**config.mk**
```make
export PLATFORM = sky130hd
export DESIGN_NAME = axi4_lite_slave_regfile
export DESIGN_NICKNAME = d
export VERILOG_FILES = /design/src/rtl/axi4_lite_slave_regfile.sv
export SDC_FILE = /design/constraint.sdc
export NUM_CORES = 1
export LEC_CHECK = 0
export BUFFER_PORTS_ARGS = -buffer_cell sky130_fd_sc_hd__clkbuf_2
export CORE_MARGIN = 3
export CORE_UTILIZATION = 23
export DETAILED_ROUTE_END_ITERATION = 6
export PLACE_DENSITY = 0.46
export SETUP_SLACK_MARGIN = 0.15
export SLEW_MARGIN = 40
export SYNTH_ARGS = -nofsm -noshare
export SYNTH_HDL_FRONTEND = slang
export SYNTH_SLANG_ARGS = --single-unit
```
**constraint.sdc**
```tcl
create_clock -name ACLK -period 3.6 [get_ports ACLK]
set_input_delay 0.54 -clock ACLK [delete_from_list [all_inputs] [get_ports ACLK]]
set_output_delay 0.54 -clock ACLK [all_outputs]
set_load 0.1 [all_outputs]
```
**src/rtl/axi4_lite_slave_regfile.sv**
```systemverilog
// AXI4-Lite slave exposing NUM_REGS 32-bit registers with byte strobes.
// Independent write and read FSMs; all channel outputs are registered.
module axi4_lite_slave_regfile #(
   parameter int unsigned ADDRESS    = 32,
   parameter int unsigned DATA_WIDTH = 32,
   parameter int unsigned NUM_REGS   = 16
) (
   input  logic                      ACLK,
   input  logic                      ARESETN,
   input  logic [ADDRESS-1:0]        S_AWADDR,
   input  logic                      S_AWVALID,
   output logic                      S_AWREADY,
   input  logic [DATA_WIDTH-1:0]     S_WDATA,
   input  logic [DATA_WIDTH/8-1:0]   S_WSTRB,
   input  logic                      S_WVALID,
   output logic                      S_WREADY,
   output logic [1:0]                S_BRESP,
   output logic                      S_BVALID,
   input  logic                      S_BREADY,
   input  logic [ADDRESS-1:0]        S_ARADDR,
   input  logic                      S_ARVALID,
   output logic                      S_ARREADY,
   output logic [DATA_WIDTH-1:0]     S_RDATA,
   output logic [1:0]                S_RRESP,
   output logic                      S_RVALID,
   input  logic                      S_RREADY
);

   localparam int unsigned IDX_W  = $clog2(NUM_REGS);
   localparam int unsigned STRB_W = DATA_WIDTH / 8;
   localparam logic [1:0]  RESP_OKAY   = 2'b00;
   localparam logic [1:0]  RESP_SLVERR = 2'b10;

   typedef enum logic [1:0] {WR_IDLE, WR_WAIT_W, WR_WAIT_A, WR_RESP} wr_state_t;
   typedef enum logic {RD_IDLE, RD_DATA} rd_state_t;

   function automatic logic in_range(input logic [ADDRESS-1:0] a);
      return a < ADDRESS'(NUM_REGS * 4);
   endfunction

   logic [DATA_WIDTH-1:0] regs [NUM_REGS];

   wr_state_t             wr_state_q, wr_state_d;
   logic [ADDRESS-1:0]    awaddr_q, awaddr_d;
   logic [DATA_WIDTH-1:0] wdata_q, wdata_d;
   logic [STRB_W-1:0]     wstrb_q, wstrb_d;
   logic                  awready_q, awready_d, wready_q, wready_d;
   logic                  bvalid_q, bvalid_d;
   logic [1:0]            bresp_q, bresp_d;
   logic                  commit_c;
   logic [ADDRESS-1:0]    commit_addr_c;
   logic [DATA_WIDTH-1:0] commit_data_c;
   logic [STRB_W-1:0]     commit_strb_c;
   logic                  aw_hs_c, w_hs_c;

   rd_state_t             rd_state_q, rd_state_d;
   logic                  arready_q, arready_d;
   logic                  rvalid_q, rvalid_d;
   logic [DATA_WIDTH-1:0] rdata_q, rdata_d;
   logic [1:0]            rresp_q, rresp_d;
   logic                  ar_hs_c;

   assign aw_hs_c = S_AWVALID && awready_q;
   assign w_hs_c  = S_WVALID && wready_q;
   assign ar_hs_c = S_ARVALID && arready_q;

   // Write FSM: next state, latched halves and commit selection
   always_comb begin
      wr_state_d    = wr_state_q;
      awaddr_d      = awaddr_q;
      wdata_d       = wdata_q;
      wstrb_d       = wstrb_q;
      bvalid_d      = bvalid_q;
      bresp_d       = bresp_q;
      commit_c      = 1'b0;
      commit_addr_c = S_AWADDR;
      commit_data_c = S_WDATA;
      commit_strb_c = S_WSTRB;
      unique case (wr_state_q)
         WR_IDLE: begin
            if (aw_hs_c && w_hs_c) begin
               commit_c = 1'b1;
            end else if (aw_hs_c) begin
               awaddr_d   = S_AWADDR;
               wr_state_d = WR_WAIT_W;
            end else if (w_hs_c) begin
               wdata_d    = S_WDATA;
               wstrb_d    = S_WSTRB;
               wr_state_d = WR_WAIT_A;
            end
         end
         WR_WAIT_W: begin
            commit_addr_c = awaddr_q;
            commit_c      = w_hs_c;
         end
         WR_WAIT_A: begin
            commit_data_c = wdata_q;
            commit_strb_c = wstrb_q;
            commit_c      = aw_hs_c;
         end
         WR_RESP: begin
            if (S_BREADY) begin
               bvalid_d   = 1'b0;
               wr_state_d = WR_IDLE;
            end
         end
         default: wr_state_d = WR_IDLE;
      endcase
      if (commit_c) begin
         wr_state_d = WR_RESP;
         bvalid_d   = 1'b1;
         bresp_d    = in_range(commit_addr_c) ? RESP_OKAY : RESP_SLVERR;
      end
      awready_d = (wr_state_d == WR_IDLE) || (wr_state_d == WR_WAIT_A);
      wready_d  = (wr_state_d == WR_IDLE) || (wr_state_d == WR_WAIT_W);
   end

   always_ff @(posedge ACLK or negedge ARESETN) begin
      if (!ARESETN) begin
         wr_state_q <= WR_IDLE;
         awaddr_q   <= '0;
         wdata_q    <= '0;
         wstrb_q    <= '0;
         awready_q  <= 1'b0;
         wready_q   <= 1'b0;
         bvalid_q   <= 1'b0;
         bresp_q    <= RESP_OKAY;
      end else begin
         wr_state_q <= wr_state_d;
         awaddr_q   <= awaddr_d;
         wdata_q    <= wdata_d;
         wstrb_q    <= wstrb_d;
         awready_q  <= awready_d;
         wready_q   <= wready_d;
         bvalid_q   <= bvalid_d;
         bresp_q    <= bresp_d;
      end
   end

   // Register bank with per-byte strobed update
   always_ff @(posedge ACLK or negedge ARESETN) begin
      if (!ARESETN) begin
         for (int unsigned i = 0; i < NUM_REGS; i++) regs[i] <= '0;
      end else if (commit_c && in_range(commit_addr_c)) begin
         for (int unsigned b = 0; b < STRB_W; b++) begin
            if (commit_strb_c[b])
               regs[commit_addr_c[2 +: IDX_W]][8*b +: 8] <= commit_data_c[8*b +: 8];
         end
      end
   end

   // Read FSM; regs are sampled before any same-cycle commit lands
   always_comb begin
      rd_state_d = rd_state_q;
      rvalid_d   = rvalid_q;
      rdata_d    = rdata_q;
      rresp_d    = rresp_q;
      unique case (rd_state_q)
         RD_IDLE: begin
            if (ar_hs_c) begin
               rd_state_d = RD_DATA;
               rvalid_d   = 1'b1;
               if (in_range(S_ARADDR)) begin
                  rdata_d = regs[S_ARADDR[2 +: IDX_W]];
                  rresp_d = RESP_OKAY;
               end else begin
                  rdata_d = '0;
                  rresp_d = RESP_SLVERR;
               end
            end
         end
         RD_DATA: begin
            if (S_RREADY) begin
               rvalid_d   = 1'b0;
               rd_state_d = RD_IDLE;
            end
         end
         default: rd_state_d = RD_IDLE;
      endcase
      arready_d = (rd_state_d == RD_IDLE);
   end

   always_ff @(posedge ACLK or negedge ARESETN) begin
      if (!ARESETN) begin
         rd_state_q <= RD_IDLE;
         arready_q  <= 1'b0;
         rvalid_q   <= 1'b0;
         rdata_q    <= '0;
         rresp_q    <= RESP_OKAY;
      end else begin
         rd_state_q <= rd_state_d;
         arready_q  <= arready_d;
         rvalid_q   <= rvalid_d;
         rdata_q    <= rdata_d;
         rresp_q    <= rresp_d;
      end
   end

   assign S_AWREADY = awready_q;
   assign S_WREADY  = wready_q;
   assign S_BVALID  = bvalid_q;
   assign S_BRESP   = bresp_q;
   assign S_ARREADY = arready_q;
   assign S_RVALID  = rvalid_q;
   assign S_RDATA   = rdata_q;
   assign S_RRESP   = rresp_q;

endmodule

```
==> metrics.csv, run 1 <==
stage;metric;value;unit
status;outcome;complete, no violations;
synthesis;largest family of logic cells by synthesized area;multiplexers;
cts;CTS clock-pin slew for the worst setup and hold paths;0.06;ns
final_layout;area taken by multi-input logic gates;0.0133;mm²
synthesis;main area contributors after synthesis;dfrtp_1 (53%), mux2_2 (22%), mux4_2 (12%);
job;maxcap violations;0;
synthesis;Synth Area in XOR/XNOR;0;%
cts;count of clock tree sinks;620;
final_layout;commonest non-fill, non-tap cell in the layout;dfrtp_1;
final_layout;Reg area;0.0155;mm²
sta;Final Skew;0.0297;ns
floorplan;I/O Pins;148;
synthesis;post-synthesis mux area share;36.0;%
global_route;number of global-route vias before repair;18700;
global_route;initial antenna violation count;9;
power;Static Leakage;15.6;nW
global_route;GRT overflow;0;
power;Power Total;18.1;mW
power;pwr dens;505;mW/mm²
synthesis;flops & latches, synth;620;
global_route;met3 Use GR;2.82;%
synthesis;FFs w/ async S/R, synth;100;%
critical_path;Required @ worst endpoint;4.09;ns
final_layout;most frequent cells in the layout;dfrtp_1 (620), mux2_2 (566), mux4_2 (160);
global_route;GRT Total Usage;12.0;%
floorplan;DIE WIDTH;364;µm
cts;Max Root-Sink Buffers;3;
synthesis;syn_area_per_cell;16.5;µm²
critical_path;Max FO, Critical Path;33;
sta;worst rel slew slack;42.6;%
global_route;pin count of the biggest net entering global routing;95;
sta;Fmax;303;MHz
drt;final WL;79400;µm
sta;RSZ-0062 raised after global routing;false;
floorplan;Initial Util;23.3;%
synthesis;Main synth FF type;dfrtp_1;
placement;HPWL Detailed;52300;µm
drt;DRT Pass-1 Iters;4;
critical_path;crit path kind;reg2reg;
cts;CTS Buf Count;75;
synthesis;yosys warns;0;
global_route;global-route wire length before repair;120000;µm
sta;setup TNS;0;ns
sta;minimum clock period after layout;3.30;ns
drt;DRC Markers;0;
drt;Final ANT Viol Nets;0;
floorplan;row cnt;130;
power;Max VDD drop;0.545;mV
final_layout;filler cell count;12500;
floorplan;Core ar.;0.126;mm²
final_layout;Core Util, Final;28.3;%
critical_path;endpoint class of the critical path;flip-flop;
synthesis;Syn Std Cell Area;0.0295;mm²
placement;port bufs;141;
global_route;busiest grt layer;met2;
cts;clock latency on the worst-skew pair;0.63;ns
drt;vias;16600;
sta;Final Hold Violating Endpoints;0;
synthesis;Post-Synth Simple-Gate Area;1.77;%
cts;CTS tree;yes;
global_route;met1 GRT Util;15.6;%
cts;clk root buf;clkbuf_16;
placement;RD Place Congestion;0.743;
final_layout;share of cells above drive strength 1;58.1;%
drt;Vias/cell;4.46;
synthesis;compound-gate portion of the synthesized area;7.07;%
drt;routed len/inst;21.4;µm
synthesis;sequential cell area fraction in the yosys report;52.7;%
floorplan;Die Ht;364;µm
synthesis;largest area contributor in the netlist;dfrtp_1;
min_path;Hold Path Class;in2reg;
critical_path;CP arrival;3.78;ns
floorplan;die footprint;0.132;mm²
sta;setup violators final;0;
critical_path;Startpoint Class;flip-flop;
sta;Worst Tran Pin Value;0.862;ns
final_layout;layout net count;2118;
synthesis;Post-Syn Instances;1783;
synthesis;synth unique cells;38;
global_route;met2 GRT Util;20.2;%
cts;H-tree levels;3;
synthesis;Yosys top cell area share;52.7;%
drt;initial DRC count;887;
sta;Final Max Tran Viols;0;
synthesis;post-synthesis adder-cell area fraction;0.170;%
sta;Period Utilization, post-route;91.6;%
synthesis;number of flops mapped to enable cells by yosys;0;
final_layout;Area Growth Syn to Fin;21.5;%
## cells by family (layout without fill, tap and decap cells)
kind of cell / Yosys count / count (layout)
simple gates: 110 / 110
buf+inv: 156 / 431
fa+ha+maj: 4 / 4
compound gates: 120 / 120
other cells: 1 / 8
flops: 620 / 620
mux: 772 / 772
## synth_stat cells, drive strengths merged (5+ instances only)
cell type,n
nor3,5
buf,49
inv,42
dfrtp,620
clkbuf,65
nand2b,5
nand2,63
nor2,6
a2111oi,64
mux4,160
nor4,13
mux2,608
o21ai,39
## final cells by class
class | count | area share (%)
flip-flops and latches | 620 | 43.4
multi-input cells | 1008 | 37.2
repair buffers | 260 | 6.55
clock buffers | 113 | 6.18
well taps | 1650 | 5.77
clock inverters | 16 | 0.465
inverters | 42 | 0.441
diodes | 6 | 0.0420
## metrics by stage
step / setup WS (ns) / instances / hold slack (ns) / instance area (µm²)
floorplan: 0.349 / 1784 / 0.244 / 29500
global placement: 0.365 / 3577 / 0.429 / 33300
detailed placement: 0.288 / 3577 / 0.451 / 33300
CTS: 0.248 / 3707 / 0.0655 / 35700
global route: 0.161 / 3710 / 0.0883 / 35800
finish: 0.303 / 3715 / 0.113 / 35800
## what timing repair did
action | in CTS | in global routing
setup endpoints to repair | 0 | 390
hold endpoints to repair | 57 | 0
hold buffers | 1 | 0
buffers inserted | 0 | 1
resized for setup | 0 | 5
## layer usage
layer	wire, µm	up-vias
met5	40	-
met3	4110	110
met2	38500	304
li1	-	7228
met1	35100	8909
met4	1670	6
## power breakdown
group	leakage [nW]	internal, mW	switching (mW)
clock	1.17	4.38	2.94
sequential	8.51	7.41	0.227
combinational	5.93	0.961	2.15
total	15.6	12.7	5.32
## registers in the layout, summed over array words and instances (netlist names)
| signal | flops |
|---|---|
| S_WREADY | 1 |
| S_RVALID | 1 |
| S_ARREADY | 1 |
| S_BVALID | 1 |
| S_AWREADY | 1 |
| S_RRESP | 1 |
| wstrb_q | 4 |
| S_RDATA | 32 |
| regs | 512 |
| wr_state_q | 2 |
| awaddr_q | 30 |
| rd_state_q | 1 |
| S_BRESP | 1 |
| wdata_q | 32 |
## final timing paths
path	start	end	slack, ns	cells past startpoint
worst min register to register	rd_state_q	S_RVALID	0.47	1
worst max register to register	wr_state_q[1]	regs[207]	0.30	10
min in group asynchronous	ARESETN	regs[146]	0.48	2
worst max-delay path	wr_state_q[1]	regs[207]	0.30	10
worst min-delay path	S_RREADY	S_RVALID	0.11	2
max in group asynchronous	ARESETN	regs[412]	2.09	3
## worst max-delay path: stages (launching register included)
cell and delay (ns):
dfrtp_1 0.43, inv_1 0.14, ha_2 0.25, or4b_1 0.45, nor3_1 0.18, nand4_1 0.11, buf_4 0.19, clkbuf_16 0.24
a2111oi_4 0.41, buf_4 0.29, mux2_2 0.36
(Power assumes the default switching activity.)
==> inputs of run 2 (changes only) <==
--- a/config.mk
+++ b/config.mk
@@ -8,6 +8,8 @@
 export BUFFER_PORTS_ARGS = -buffer_cell sky130_fd_sc_hd__clkbuf_2
 export CORE_MARGIN = 3
 export CORE_UTILIZATION = 23
+export CTS_BUF_LIST = sky130_fd_sc_hd__clkbuf_2 sky130_fd_sc_hd__clkbuf_4 sky130_fd_sc_hd__clkbuf_8
+export CTS_CLUSTER_SIZE = 8
 export DETAILED_ROUTE_END_ITERATION = 6
 export PLACE_DENSITY = 0.46
 export SETUP_SLACK_MARGIN = 0.15
==> metrics.csv, run 2 (same netlist as run 1, synthesis figures left out) <==
stage;metric;value;unit;change
final_layout;commonest non-fill, non-tap cell in the layout;dfrtp_1;;
job;maxcap violations;0;;unchanged
global_route;GRT Total Usage;12.2;%;+0.14 points
floorplan;row cnt;130;;unchanged
global_route;number of global-route vias before repair;19400;;+3.8%
floorplan;Core ar.;0.126;mm²;unchanged
power;Static Leakage;16.0;nW;+2.6%
global_route;initial antenna violation count;6;;-3
final_layout;Biggest register;regs;;
final_layout;share of cells above drive strength 1;58.7;%;+0.59 points
drt;Final ANT Viol Nets;0;;unchanged
cts;H-tree levels;3;;unchanged
critical_path;worst reg-to-reg path cell count;10;;unchanged
floorplan;die footprint;0.132;mm²;unchanged
global_route;pin count of the biggest net entering global routing;95;;unchanged
cts;Max Root-Sink Buffers;3;;unchanged
global_route;global-route wire length before repair;122000;µm;+1.5%
sta;setup violators final;0;;unchanged
sta;Worst Tran Pin Value;0.875;ns;+0.0134 ns
cts;clk root buf;clkbuf_8;;
floorplan;DIE WIDTH;364;µm;unchanged
placement;RD Place Congestion;0.743;;unchanged
sta;minimum clock period after layout;3.29;ns;-0.0101 ns
critical_path;crit path kind;reg2reg;;
final_layout;Area Growth Syn to Fin;23.9;%;
cts;clock latency on the worst-skew pair;0.74;ns;+0.11 ns
sta;worst rel slew slack;41.7;%;-0.89 points
power;part of the power in combinational logic;17.8;%;+0.6 points
critical_path;Startpoint Class;flip-flop;;
sta;RSZ-0062 raised after global routing;false;;
sta;Final Skew;0.0361;ns;+0.00634 ns
status;outcome;complete, no violations;;
floorplan;I/O Pins;148;;unchanged
drt;DRC Markers;0;;unchanged
power;Pint;12.6;mW;-1.2%
sta;Fmax;304;MHz;+0.31%
drt;met3 WL;3520;µm;-14%
critical_path;Max FO, Critical Path;33;;unchanged
power;Max VDD drop;0.383;mV;-30%
power;P_sw;5.41;mW;+1.8%
placement;HPWL Detailed;52300;µm;unchanged
min_path;Hold Path Class;in2reg;;
sta;Final Hold Violating Endpoints;0;;unchanged
global_route;GRT overflow;0;;unchanged
power;Power Total;18.0;mW;-0.30%
drt;met2 routed WL;39100;µm;+1.5%
sta;Period Utilization, post-route;91.3;%;-0.28 points
critical_path;Required @ worst endpoint;4.20;ns;+0.11 ns
sta;Final Max Tran Viols;0;;unchanged
drt;M1 WL;35900;µm;+2.2%
power;Clk pwr share;39.8;%;-0.7 points
cts;CTS clock-pin slew for the worst setup and hold paths;0.06;ns;about the same
power;pwr dens;493;mW/mm²;-2.3%
drt;Vias/cell;4.44;;-0.32%
drt;vias;17100;;+3.3%
critical_path;CP arrival;3.88;ns;+0.10 ns
cts;count of clock tree sinks;620;;unchanged
drt;DRT Pass-1 Iters;4;;unchanged
power;Seq pwr share;42.4;%;about the same
final_layout;max FFs per register;512;;unchanged
min_path;hold path depth;2;;unchanged
power;sw frac;30.1;%;+0.61 points
final_layout;layout net count;2221;;+4.9%
floorplan;Initial Util;23.3;%;unchanged
final_layout;most frequent cells in the layout;dfrtp_1 (620), mux2_2 (566), mux4_2 (160);;
drt;initial DRC count;906;;+2.1%
floorplan;Die Ht;364;µm;unchanged
cts;CTS tree;yes;;
critical_path;endpoint class of the critical path;flip-flop;;
sta;final hold slack;0.0980;ns;-0.0153 ns
sta;setup TNS;0;ns;unchanged
cts;CTS Buf Count;113;;+51%
drt;routed len/inst;20.9;µm;-2.3%
drt;top routing layer used;met5;;
drt;final WL;80500;µm;+1.3%
placement;port bufs;141;;unchanged
[run 2: cell types whose count changed in the layout (fill, tap and decap cells not counted), sizes merged]
| cell | delta |
|---|---|
| clkinv | -4 |
| dlygate4sd3 | +65 |
| clkinvlp | +2 |
| clkbuf | +72 |
| bufinv | +1 |
[run 2: routing by layer]
layer  vias up  track usage [%]
met4         2             3.64
met1      9196             15.7
li1       7441                -
met5         -                0
met3       142             2.60
met2       327             20.5
[run 2: power by group through the flow]
stage                     Combinational, mW  Sequential (mW)  Clock [mW]
after global placement                 3.03             7.72           0
after global routing                   3.46             7.69        7.76
final                                  3.20             7.64        7.17
after detailed placement               3.15             7.75           0
after floorplan                        1.89             7.93           0
after CTS                              3.22             7.63        7.48
[run 2: critical path: stages (launching register included)]
cell and delay (ns):
dfrtp_1 0.43, inv_1 0.14, ha_2 0.26, or4b_1 0.45, nor3_1 0.17, nand4_1 0.12, buf_4 0.20, clkbuf_16 0.26
a2111oi_4 0.51, buf_12 0.21, mux2_2 0.34
[run 2: repair_timing]
item | 4_1_cts | 5_1_grt
setup endpoints to repair | 0 | 336
resized for setup | 0 | 5
hold buffers | 66 | 0
buffers inserted | 0 | 1
hold endpoints to repair | 124 | 0
[run 2: layout make-up]
type	instances	area [µm²]
fill	12500	89900
clock buffer	185	2280
multi-input combinational	1008	13300
tap	1650	2060
antenna	6	15.0
timing repair buffer	325	2990
inverter	42	158
sequential	620	15500
clock inverter	15	171
[run 2: worst paths after layout]
kind | start | end | slack (ns)
max | wr_state_q[1] | regs[89] | 0.31
min | S_WDATA[4] | wdata_q[4] | 0.1
max reg2reg | wr_state_q[1] | regs[89] | 0.31
min reg2reg | rd_state_q | S_RVALID | 0.45
max in group asynchronous | ARESETN | regs[24] | 2.21
min in group asynchronous | ARESETN | regs[210] | 0.37
[run 2: stage by stage]
| stage | util (%) | cell area (µm²) | setup slack [ns] | instances |
|---|---|---|---|---|
| after floorplan | - | 29500 | 0.349 | 1784 |
| after detailed placement | 26.4 | 33300 | 0.288 | 3577 |
| after global routing | 28.9 | 36500 | 0.168 | 3847 |
| after global placement | 26.4 | 33300 | 0.365 | 3577 |
| after CTS | 28.8 | 36400 | 0.263 | 3843 |
| final | 28.9 | 36500 | 0.313 | 3851 |
